`src/rtl/uart_reg_target.sv`:
```
// uart_reg_target: bus target for the uart_transaction bridge.
// Decodes MCmd/MAddr/MData, handshakes with a one-cycle SCmdAccept, and
// returns read data on SData/SResp after READ_LAT cycles. Holds an 8-bit
// register bank (reg 0 is a read-only ID). Writes are posted (no SResp).
//
// Ports:
//   clk, reset_n   clock, async active-low reset
//   MCmd[2:0]      000 idle, 001 write, 010 read (held until accepted)
//   MAddr[7:0]     register address
//   MData[7:0]     write data
//   SCmdAccept     one-cycle accept pulse
//   SData[7:0]     read data, non-zero only while SResp != 00
//   SResp[1:0]     00 none, 01 DVA, 11 ERR
//   reg_q          flat register contents, reg n at [8n+7:8n] (reg 0 slot reads 00)
//   reg_wr_pulse   one-cycle strobe on a committed write
//   reg_wr_addr    register index of the last committed write
//
// Build option: UART_REG_TARGET_ADDR_ERR_EN
//   defined     - reads of MAddr >= NUM_REGS return SResp=11/SData=00,
//                 writes there are accepted and dropped.
//   not defined - MAddr is taken modulo NUM_REGS (NUM_REGS a power of 2).
module uart_reg_target #(
   parameter int unsigned NUM_REGS    = 16,
   parameter logic [7:0]  ID_VALUE    = 8'hA5,
   parameter int unsigned ACCEPT_WAIT = 0,
   parameter int unsigned READ_LAT    = 1
) (
   input  logic                  clk,
   input  logic                  reset_n,
   input  logic [2:0]            MCmd,
   input  logic [7:0]            MAddr,
   input  logic [7:0]            MData,
   output logic                  SCmdAccept,
   output logic [7:0]            SData,
   output logic [1:0]            SResp,
   output logic [8*NUM_REGS-1:0] reg_q,
   output logic                  reg_wr_pulse,
   output logic [7:0]            reg_wr_addr
);

   localparam int unsigned CW   = 4;
   localparam int unsigned IDXW = (NUM_REGS > 1) ? $clog2(NUM_REGS) : 1;

   localparam logic [2:0] CMD_IDLE = 3'b000;
   localparam logic [2:0] CMD_WR   = 3'b001;
   localparam logic [2:0] CMD_RD   = 3'b010;

   localparam logic [1:0] RESP_NONE = 2'b00;
   localparam logic [1:0] RESP_DVA  = 2'b01;
   localparam logic [1:0] RESP_ERR  = 2'b11;

   typedef enum logic [2:0] {
      ST_IDLE   = 3'd0,
      ST_WAIT   = 3'd1,
      ST_ACCEPT = 3'd2,
      ST_RLAT   = 3'd3,
      ST_RESP   = 3'd4
   } state_t;

   state_t          state, state_d;
   logic [CW-1:0]   ctr, ctr_d;
   logic [2:0]      cmd_q, cmd_d;
   logic [7:0]      addr_q, addr_d;
   logic [7:0]      data_q, data_d;
   logic [7:0]      rdata_q, rdata_d;
   logic            rerr_q, rerr_d;

   logic            accept_d;
   logic [1:0]      sresp_d;
   logic [7:0]      sdata_d;
   logic            wr_pulse_d;
   logic [7:0]      wr_addr_d;

   logic [IDXW-1:0] idx_c;
   logic            in_range_c;
   logic            wr_en_c;
   logic [7:0]      rd_val_c;

   // Storage for regs 1..NUM_REGS-1; reg 0 has no storage (ID only).
   logic [NUM_REGS-1:1][7:0] bank_q;

   // Address decode and read mux on the latched command.
   always_comb begin
      idx_c = addr_q[IDXW-1:0];
`ifdef UART_REG_TARGET_ADDR_ERR_EN
      in_range_c = (32'(addr_q) < NUM_REGS);
`else
      in_range_c = 1'b1;
`endif
      rd_val_c = (idx_c == '0) ? ID_VALUE : bank_q[idx_c];
   end

`ifndef UART_REG_TARGET_ADDR_ERR_EN
   // Upper address bits alias onto the bank when out-of-range checking is off.
   logic unused_addr;
   assign unused_addr = ^addr_q;
`endif

   // Next-state and registered-output logic.
   always_comb begin
      state_d    = state;
      ctr_d      = ctr;
      cmd_d      = cmd_q;
      addr_d     = addr_q;
      data_d     = data_q;
      rdata_d    = rdata_q;
      rerr_d     = rerr_q;
      wr_en_c    = 1'b0;
      wr_addr_d  = reg_wr_addr;
      accept_d   = 1'b0;
      wr_pulse_d = 1'b0;
      sresp_d    = RESP_NONE;
      sdata_d    = 8'h00;

      case (state)
         ST_IDLE: begin
            if (MCmd != CMD_IDLE) begin
               cmd_d  = MCmd;
               addr_d = MAddr;
               data_d = MData;
               // ctr counts the WAIT cycles remaining after the current one.
               if (ACCEPT_WAIT == 0) begin
                  state_d = ST_ACCEPT;
               end else begin
                  ctr_d   = CW'(ACCEPT_WAIT - 1);
                  state_d = ST_WAIT;
               end
            end
         end
         ST_WAIT: begin
            if (ctr == '0) state_d = ST_ACCEPT;
            else           ctr_d   = ctr - CW'(1);
         end
         ST_ACCEPT: begin
            state_d = ST_IDLE;
            if (cmd_q == CMD_WR) begin
               wr_en_c = in_range_c && (idx_c != '0);
               if (wr_en_c) wr_addr_d = 8'(idx_c);
            end else if (cmd_q == CMD_RD) begin
               // Capture now so later writes cannot change the returned value.
               rerr_d  = !in_range_c;
               rdata_d = in_range_c ? rd_val_c : 8'h00;
               if (READ_LAT <= 1) begin
                  state_d = ST_RESP;
               end else begin
                  ctr_d   = CW'(READ_LAT - 2);
                  state_d = ST_RLAT;
               end
            end
         end
         ST_RLAT: begin
            if (ctr == '0) state_d = ST_RESP;
            else           ctr_d   = ctr - CW'(1);
         end
         ST_RESP: begin
            state_d = ST_IDLE;
         end
         default: begin
            state_d = ST_IDLE;
         end
      endcase

      // Outputs are registered, so they are derived from the next state.
      accept_d   = (state_d == ST_ACCEPT);
      wr_pulse_d = wr_en_c;
      if (state_d == ST_RESP) begin
         sresp_d = rerr_d ? RESP_ERR : RESP_DVA;
         sdata_d = rdata_d;
      end
   end

   // State and output registers.
   always_ff @(posedge clk or negedge reset_n) begin
      if (!reset_n) begin
         state        <= ST_IDLE;
         ctr          <= '0;
         cmd_q        <= CMD_IDLE;
         addr_q       <= 8'h00;
         data_q       <= 8'h00;
         rdata_q      <= 8'h00;
         rerr_q       <= 1'b0;
         SCmdAccept   <= 1'b0;
         SResp        <= RESP_NONE;
         SData        <= 8'h00;
         reg_wr_pulse <= 1'b0;
         reg_wr_addr  <= 8'h00;
      end else begin
         state        <= state_d;
         ctr          <= ctr_d;
         cmd_q        <= cmd_d;
         addr_q       <= addr_d;
         data_q       <= data_d;
         rdata_q      <= rdata_d;
         rerr_q       <= rerr_d;
         SCmdAccept   <= accept_d;
         SResp        <= sresp_d;
         SData        <= sdata_d;
         reg_wr_pulse <= wr_pulse_d;
         reg_wr_addr  <= wr_addr_d;
      end
   end

   // Register bank: write commits at the end of the accept cycle.
   always_ff @(posedge clk or negedge reset_n) begin
      if (!reset_n) begin
         bank_q <= '0;
      end else if (wr_en_c) begin
         bank_q[idx_c] <= data_q;
      end
   end

   assign reg_q = {bank_q, 8'h00};

endmodule
```
`config.mk`:
```
export PLATFORM = sky130hd
export DESIGN_NAME = uart_reg_target
export DESIGN_NICKNAME = d
export VERILOG_FILES = /design/src/rtl/uart_reg_target.sv
export SDC_FILE = /design/constraint.sdc
export NUM_CORES = 1
export LEC_CHECK = 0
export CORE_MARGIN = 5
export CORE_UTILIZATION = 41
export CTS_CLUSTER_DIAMETER = 40
export CTS_CLUSTER_SIZE = 10
export DETAILED_ROUTE_END_ITERATION = 8
export HOLD_SLACK_MARGIN = 0.15
export PLACE_DENSITY = 0.77
export SLEW_MARGIN = 5
export SYNTH_ARGS = -nofsm -noshare
export SYNTH_HDL_FRONTEND = slang
export SYNTH_SLANG_ARGS = --single-unit
```
`constraint.sdc`:
```
create_clock -name clk -period 2.45 [get_ports clk]
set_input_delay 0.3675 -clock clk [delete_from_list [all_inputs] [get_ports clk]]
set_output_delay 0.3675 -clock clk [all_outputs]
set_load 0.02 [all_outputs]
```
# Yosys cells after proc, flatten, opt, wreduce, memory -nomap -nowiden
# Cells that the tools add are included.
dict set report op_classes {
  n_bitwise 1
  addsub 1
  eq_ne 7
  magnitude_cmp 2
  reduce_logical 10
  mux 23
}
# op n
set op_table {}
lappend op_table {{$bwmux 120} 1}
lappend op_table {{$mux 8} 7}
lappend op_table {{$bmux 8 s4} 1}
lappend op_table {{$demux 8 s4} 1}
lappend op_table {{$mux 3} 5}
lappend op_table {{$eq 3x2->1 const B} 4}
lappend op_table {{$pmux 3 s4} 1}
lappend op_table {{$logic_not 4->1} 2}
lappend op_table {{$eq 3x1->1 const B} 2}
lappend op_table {{$lt 4x5->1 const B} 1}
lappend op_table {{$mux 1} 5}
lappend op_table {{$ge 4x1->1 const B} 1}
lappend op_table {{$mux 2} 2}
lappend op_table {{$reduce_and 2->1} 2}
lappend op_table {{$reduce_bool 4->1} 1}
lappend op_table {{$sub 4x1->4 const B} 1}
lappend op_table {{$eq 3x3->1 const B} 1}
lappend op_table {{$logic_not 3->1} 1}
lappend op_table {{$reduce_and 3->1} 1}
lappend op_table {{$reduce_bool 3->1} 1}
lappend op_table {{$reduce_or 2->1} 1}
lappend op_table {{$logic_and 1x1->1} 1}
lappend op_table {{$not 1->1} 1}
dict set report word_totals {
  reg_bits 167
  input_bits 21
}

# Depth between registers and ports, before layout
# Gate-level depths: netlist of the first run.
dict set report logic_depth {
  ltp_word 7
  ltp_mapped 8
  depth_no_buf 6
}

# Worst setup path after synthesis of the first run
# No wires, ideal clock.
dict set report synth_path {
  path_kind {register -> register}
  start {register state[0]}
  end {register bank_q (netlist bit reg_q[112])}
  required_ns 2.325
  path_slack_ns 0.144
  n_path_buf 3
  arrival_time_ns 2.181
  path_stages_with_launch 9
  path_cell_list {dfrtp_1 or4b_4 nor3b_2 buf_4 and2_1 clkbuf_1 and3_1 buf_4 mux2_2}
}
dict set report synth_via {
  elab_chain_cells 2
}
# item line
set synth_lines {}
lappend synth_lines {{start, declared} 60} ;# state_t state, state_d;
lappend synth_lines {{start signal, assigned} 188} ;# state <= state_d;
lappend synth_lines {{$eq 3x2->1} 115} ;# case (state)
lappend synth_lines {{$mux 1} 115}
lappend synth_lines {{end signal, assigned by index} 208} ;# bank_q[idx_c] <= data_q;
lappend synth_lines {{end, declared} 80} ;# logic [NUM_REGS-1:1][7:0] bank_q;
# No other way between the ends.
# A chain may end at the register's enable or synchronous reset.

# Worst setup path in the final report of the first run
dict set report layout_path {
  start {register state[2]}
  end {register bank_q (netlist bit reg_q[41])}
}
# The elaborated chain is that of the path after synthesis.

==> results of run 1 <==
## state kept, by name, summed over array words and instances, names as in the netlist
signal / count
SCmdAccept: 1
SData: 8
SResp: 2
addr_q: 4
cmd_q: 3
ctr: 4
data_q: 8
rdata_q: 8
reg_q: 120
reg_wr_addr: 4
reg_wr_pulse: 1
rerr_q: 1
state: 3
## Yosys cell counts, drive strengths merged, types with 3 or more instances
library cell / instances
dfrtp: 167
mux2: 147
nand2: 25
buf: 22
clkbuf: 21
mux4: 20
and2: 10
nor2: 9
mux2i: 8
inv: 7
o21ai: 7
a22o: 6
nor2b: 5
nor3: 5
a221oi: 4
a31oi: 4
a32o: 4
a32oi: 4
nand2b: 4
o22ai: 4
nand3: 3
nor3b: 3
xnor2: 3
## final timing paths
check / from / depth (start not counted) / endpoint
worst max-delay path: state[2]$_DFF_PN0_ / 6 / reg_q[41]$_DFFE_PN0P_
worst min-delay path: rerr_q$_DFF_PN0_ / 1 / rerr_q$_DFF_PN0_
worst max register to register: state[2]$_DFF_PN0_ / 6 / reg_q[41]$_DFFE_PN0P_
worst min register to register: rerr_q$_DFF_PN0_ / 1 / rerr_q$_DFF_PN0_
max in group asynchronous: reset_n / 3 / data_q[6]$_DFFE_PN0P_
min in group asynchronous: reset_n / 2 / reg_wr_addr[3]$_DFFE_PN0P_
## through the flow
stage          hold slack, ps  instances  cell area, µm²
6_report                  479        929            9990
5_1_grt                   500        929            9990
4_1_cts                   481        924            9940
3_5_place_dp              428        892            9360
3_3_place_gp              414        892            9360
2_1_floorplan            71.9        522            7440
## report_power, final
group | leakage [nW] | internal [mW] | total (mW) | switching [mW]
clock | 0.276 | 1.54 | 2.56 | 1.02
sequential | 2.24 | 3.56 | 4.59 | 1.03
combinational | 2.03 | 2.49 | 4.82 | 2.33
total | 4.55 | 7.59 | 12.0 | 4.38
## cells by family (layout without fill, tap and decap cells)
kind of cell,count (synthesis),after routing,share of synthesized area [%]
xor gates and xnor gates,3,3,0.355
buffers and inverters,51,229,3.38
other,1,12,0.0507
and+or+nand+nor,71,71,5.67
muxes,175,175,29.5
AOI/OAI and AO/OA,42,42,4.35
DFF,167,167,56.5
adders and majority gates,1,1,0.169
## repair_timing
item / 4_1_cts / 5_1_grt
resized for setup: 0 / 5
hold buffers: 1 / 0
hold endpoints to repair: 66 / 0
setup buffers: 0 / 5
setup endpoints to repair: 0 / 49
## placed cells by master, fill, tap and decap left out, drive strengths merged, types with 9 or more instances in the layout
master / count
and2: 10
dfrtp: 167
buf: 38
conb: 12
mux4: 20
mux2: 147
clkdlybuf4s50: 151
clkbuf: 22
nand2: 25
nor2: 9
## layout make-up
type                       count  area [µm²]
fill                        1416        7850
clock buffer                  22         464
timing repair buffer         190        1900
multi-input combinational    304        3020
sequential                   167        4180
inverter                       8        30.0
clock inverter                 9         104
tap                          229         287
## routing by layer
| layer | part of all wire [%] | track usage, % | vias to the layer above |
|---|---|---|---|
| met3 | 6.2 | 5.89 | 30 |
| met4 | 2.3 | 7.36 | 0 |
| met5 | 0 | 0 | - |
| met1 | 42 | 26.3 | 2609 |
| li1 | - | - | 2205 |
| met2 | 49 | 32.1 | 178 |
==> metrics.yaml, run 1 <==
status: "finished, final reports clean"
reg2reg_slack_ps: 50
crit_family: "simple AND/OR/NAND/NOR gates"
dr.pass1.iters: 4
cp.required_ps: 2750
final.setup.tns_ps: 0
peakVddDrop_mv: 0.598
cts_buffer_depth: 2
hold_violations: 0
die_h_um: 144
maxSlewHeadroom_pct: 56.7
pre_cts_ws_ps: 41.5
grt_antenna_before_repair: 0
die_area_um2: 20800
grt_max_degree: 69
numCtsBuffers: 17
wirelength_mm: 20.2
async_reset_ff_share_pct: 100
hold_path.class: "reg2reg"
start_util_pct: 41.5
drtIter0Drc: 293
setup_ws_ps: 53.4
cts_tree: "built"
drtAntennaViolNets: 0
place.gp.congestion: 0.831
worst_pin_slew_ps: 650
syn_avg_cell_area_um2: 14.5
synth_cells: 511
nets: 710
synth_area_leaders: "dfrtp_1 (56%), mux2_2 (22%), mux4_2 (6.1%)"
path_buf_inv: 1
dp_hpwl_mm: 14.4
io_pins: 169
grt_pass1_vias: 5409
synth_top_area_cell: "dfrtp_1"
crit_slowest_cell: "or4b_4"
grt_pass1_wl_mm: 31.4
slew_violations: 0
synthesis.area_um2: 7400
leakagePower_nw: 4.55
ys_ff_latch: 167
clk_pin_slew_ps: 60
row_count: 49
ys_warn_count: 0
crit_path_end_kind: "register"
drc_errors: 0
die-width_um: 144
worstPathArrival_ps: 2700
htree_levels: 4
min_period_over_period_pct: 97.8
vias_per_cell: 5.41
slowest_delay_ps: 580
report.power.total_mw: 12.0
cp_max_fo: 8
seq_area_frac_synth_pct: 56.5
synthToLayoutAreaGrowth_pct: 35.0
synth_top_flop_cell: "dfrtp_1"
clk_latency_ps: 430
drive_gt1_share_pct: 35.3
maxCapViolations: 0
synth-edff-count: 0
start_kind: "register"
fin_skew_ps: 17.3
io_buffers: 152
cp_cell_sequence: "or4b_4 -> nor3b_2 -> buf_4 -> and3b_2 -> nand2_1 -> mux2_2"
coreArea_um2: 17800
synth_cell_types: 45
min_period_ps: 2400
grt_usage_pct: 20.1
grt_overflow_total: 0
clock-sinks: 167
vias: 5022
power.density_nw_per_um2: 1200
yosysTopAreaCellShare_pct: 56.5
setup-violations-final: 0
wl_per_cell_um: 21.8
final_util_pct: 56.0
critical_path_class: "reg2reg"
num_antenna_cells: 0
max_freq_mhz: 417
cts.root.buffer_cell: "clkbuf_16"
No activity file was read; power rests on OpenSTA's default activity.
==> run 2, diff against run 1 <==
--- a/config.mk
+++ b/config.mk
@@ -11,4 +11,5 @@
 export CTS_CLUSTER_SIZE = 10
 export DETAILED_ROUTE_END_ITERATION = 8
+export GPL_TIMING_DRIVEN = 0
 export HOLD_SLACK_MARGIN = 0.15
 export PLACE_DENSITY = 0.77
==> constraint.sdc (replaced) <==
create_clock -name clk -period 2.45 [get_ports clk]
set_input_delay 0.49 -clock clk [delete_from_list [all_inputs] [get_ports clk]]
set_output_delay 0.49 -clock clk [all_outputs]
set_load 0.02 [all_outputs]
==> metrics.yaml, run 2 (synthesis gave the netlist of run 1 again) <==
slew_violations: 0  # unchanged
min_period_ps: 2400  # +5.04 ps
maxCapViolations: 0  # unchanged
fillers: 1409  # -0.49%
seqCellArea_um2: 4180  # about the same
io_buffers: 152  # unchanged
power.density_nw_per_um2: 1240  # +3.4%
dr.pass1.iters: 6  # +2
die_h_um: 144  # unchanged
wl_per_cell_um: 23.1  # +6.3%
start_util_pct: 41.5  # unchanged
io_pins: 169  # unchanged
numCtsBuffers: 17  # unchanged
final.setup.tns_ps: 0  # unchanged
grt_usage_pct: 21.3  # +1.2 points
clk_pin_slew_ps: 70  # about the same
nets: 724  # +2.0%
die_area_um2: 20800  # unchanged
clk_latency_ps: 440  # about the same
dp_hpwl_mm: 15.5  # +7.9%
fin_hold_ws_ps: 489  # +10.1 ps
hold_path.class: "reg2reg"
leakagePower_nw: 4.60  # +1.1%
hold_violations: 0  # unchanged
peakVddDrop_mv: 0.681  # +14%
grt_max_degree: 92  # +33%
path_common_cell: "nor3b_4"
start_kind: "register"
grt_pass1_vias: 5593  # +3.4%
cts_buffer_depth: 2  # unchanged
cp_max_fo: 6  # -2
setup-violations-final: 0  # unchanged
final_cell_mix: "dfrtp_1 (167), clkdlybuf4s50_1 (151), mux2_2 (142), nand2_1 (23), buf_4 (22)"
die-width_um: 144  # unchanged
critical_path_class: "reg2reg"
max_freq_mhz: 416  # -0.21%
worst_pin_slew_ps: 847  # +197 ps
r2r_start: "state[2]$_DFF_PN0_"
setup_ws_ps: 48.4  # -5.04 ps
place.gp.congestion: 0.851  # +2.4%
slowest_delay_ps: 600  # +20 ps
cts.root.buffer_cell: "clkbuf_16"
vias: 5222  # +4.0%
cp.required_ps: 2770  # +20 ps
cts_tree: "built"
status: "finished, final reports clean"
grt_antenna_before_repair: 0  # unchanged
pre_cts_ws_ps: -313  # -355 ps
maxSlewHeadroom_pct: 43.1  # -14 points
worstPathArrival_ps: 2730  # +30 ps
clock-sinks: 167  # unchanged
htree_levels: 4  # unchanged
drive_gt1_share_pct: 34.7  # -0.60 points
drtAntennaViolNets: 0  # unchanged
rsz0062_at_grt: "yes"
fin_skew_ps: 13.0  # -4.26 ps
num_antenna_cells: 0  # unchanged
multiInputGateArea_um2: 3070  # +1.5%
drtIter0Drc: 379  # +29%
vias_per_cell: 5.53  # +2.3%
grt_pass1_wl_mm: 33.0  # +5.2%
drc_errors: 0  # unchanged
crit_path_end_kind: "register"
min_period_over_period_pct: 98.0  # +0.21 points
wirelength_mm: 21.8  # +8.0%
path_buf_inv: 2  # +1
final_common_cell: "dfrtp_1"
synthToLayoutAreaGrowth_pct: 36.6
largest_register_ffs: 120  # unchanged
crit_path_start: "state[2]$_DFF_PN0_"
crit_slowest_cell: "or4b_4"
crit_family: "simple AND/OR/NAND/NOR gates"
grt_overflow_total: 0  # unchanged
final_util_pct: 56.7  # +0.68 points
row_count: 49  # unchanged
worstHoldStart: "rerr_q$_DFF_PN0_"
coreArea_um2: 17800  # unchanged
cp_cell_sequence: "or4b_4 -> nor3b_4 -> buf_6 -> nand3_4 -> nor3b_4 -> buf_4 -> mux2_2"
## run 2: cell types whose count changed in the layout (fill, tap and decap cells not counted), sizes merged
cell | previous run | this run
buf | 38 | 33
bufinv | 2 | 4
clkbuf | 22 | 38
clkinv | 6 | 3
clkinvlp | 2 | 4
inv | 7 | 10
## run 2: final timing paths
check | endpoint | slack (ps) | cells after the start
min in group asynchronous | reg_q[19]$_DFFE_PN0P_ | 650 | 2
max in group asynchronous | reg_q[64]$_DFFE_PN0P_ | 960 | 3
max | reg_q[61]$_DFFE_PN0P_ | 50 | 7
min | rerr_q$_DFF_PN0_ | 490 | 1
max reg2reg | reg_q[61]$_DFFE_PN0P_ | 50 | 7
min reg2reg | rerr_q$_DFF_PN0_ | 490 | 1
## run 2: repair_timing
action	in CTS	in global routing
gates resized for setup	18	12
setup buffers	6	4
endpoints found under the setup margin	114	91
pin swaps	6	4
hold buffers	1	0
endpoints found under the hold margin	76	0
## run 2: stage by stage
stage | instance area (µm²) | instances | total power, mW
detailed placement | 9280 | 904 | 9.46
CTS | 10000 | 941 | 12.5
global route | 10100 | 944 | 13.1
floorplan | 7440 | 522 | 7.10
finish | 10100 | 944 | 12.5
global placement | 9250 | 903 | 9.29
## run 2: where the power goes
part,leakage [nW],total (mW),internal [mW],switching [mW]
Sequential,2.24,4.34,3.56,0.778
Combinational,2.06,5.27,2.49,2.77
Clock,0.303,2.92,1.77,1.15
## run 2: layout make-up
type	count	share of cell area (%)
sequential	167	41.3
multi-input combinational	304	30.3
timing repair buffer	164	16.4
clock buffer	19	4.48
tap	229	2.83
buffer	40	2.44
clock inverter	13	1.92
inverter	8	0.297
## run 2: metal layers
metal	routed length [µm]	global-route usage, %	share of wire [%]
met2	10800	34.0	49
met3	1390	5.49	6.4
met4	546	7.95	2.5
met1	9110	28.2	42
met5	0	0	0
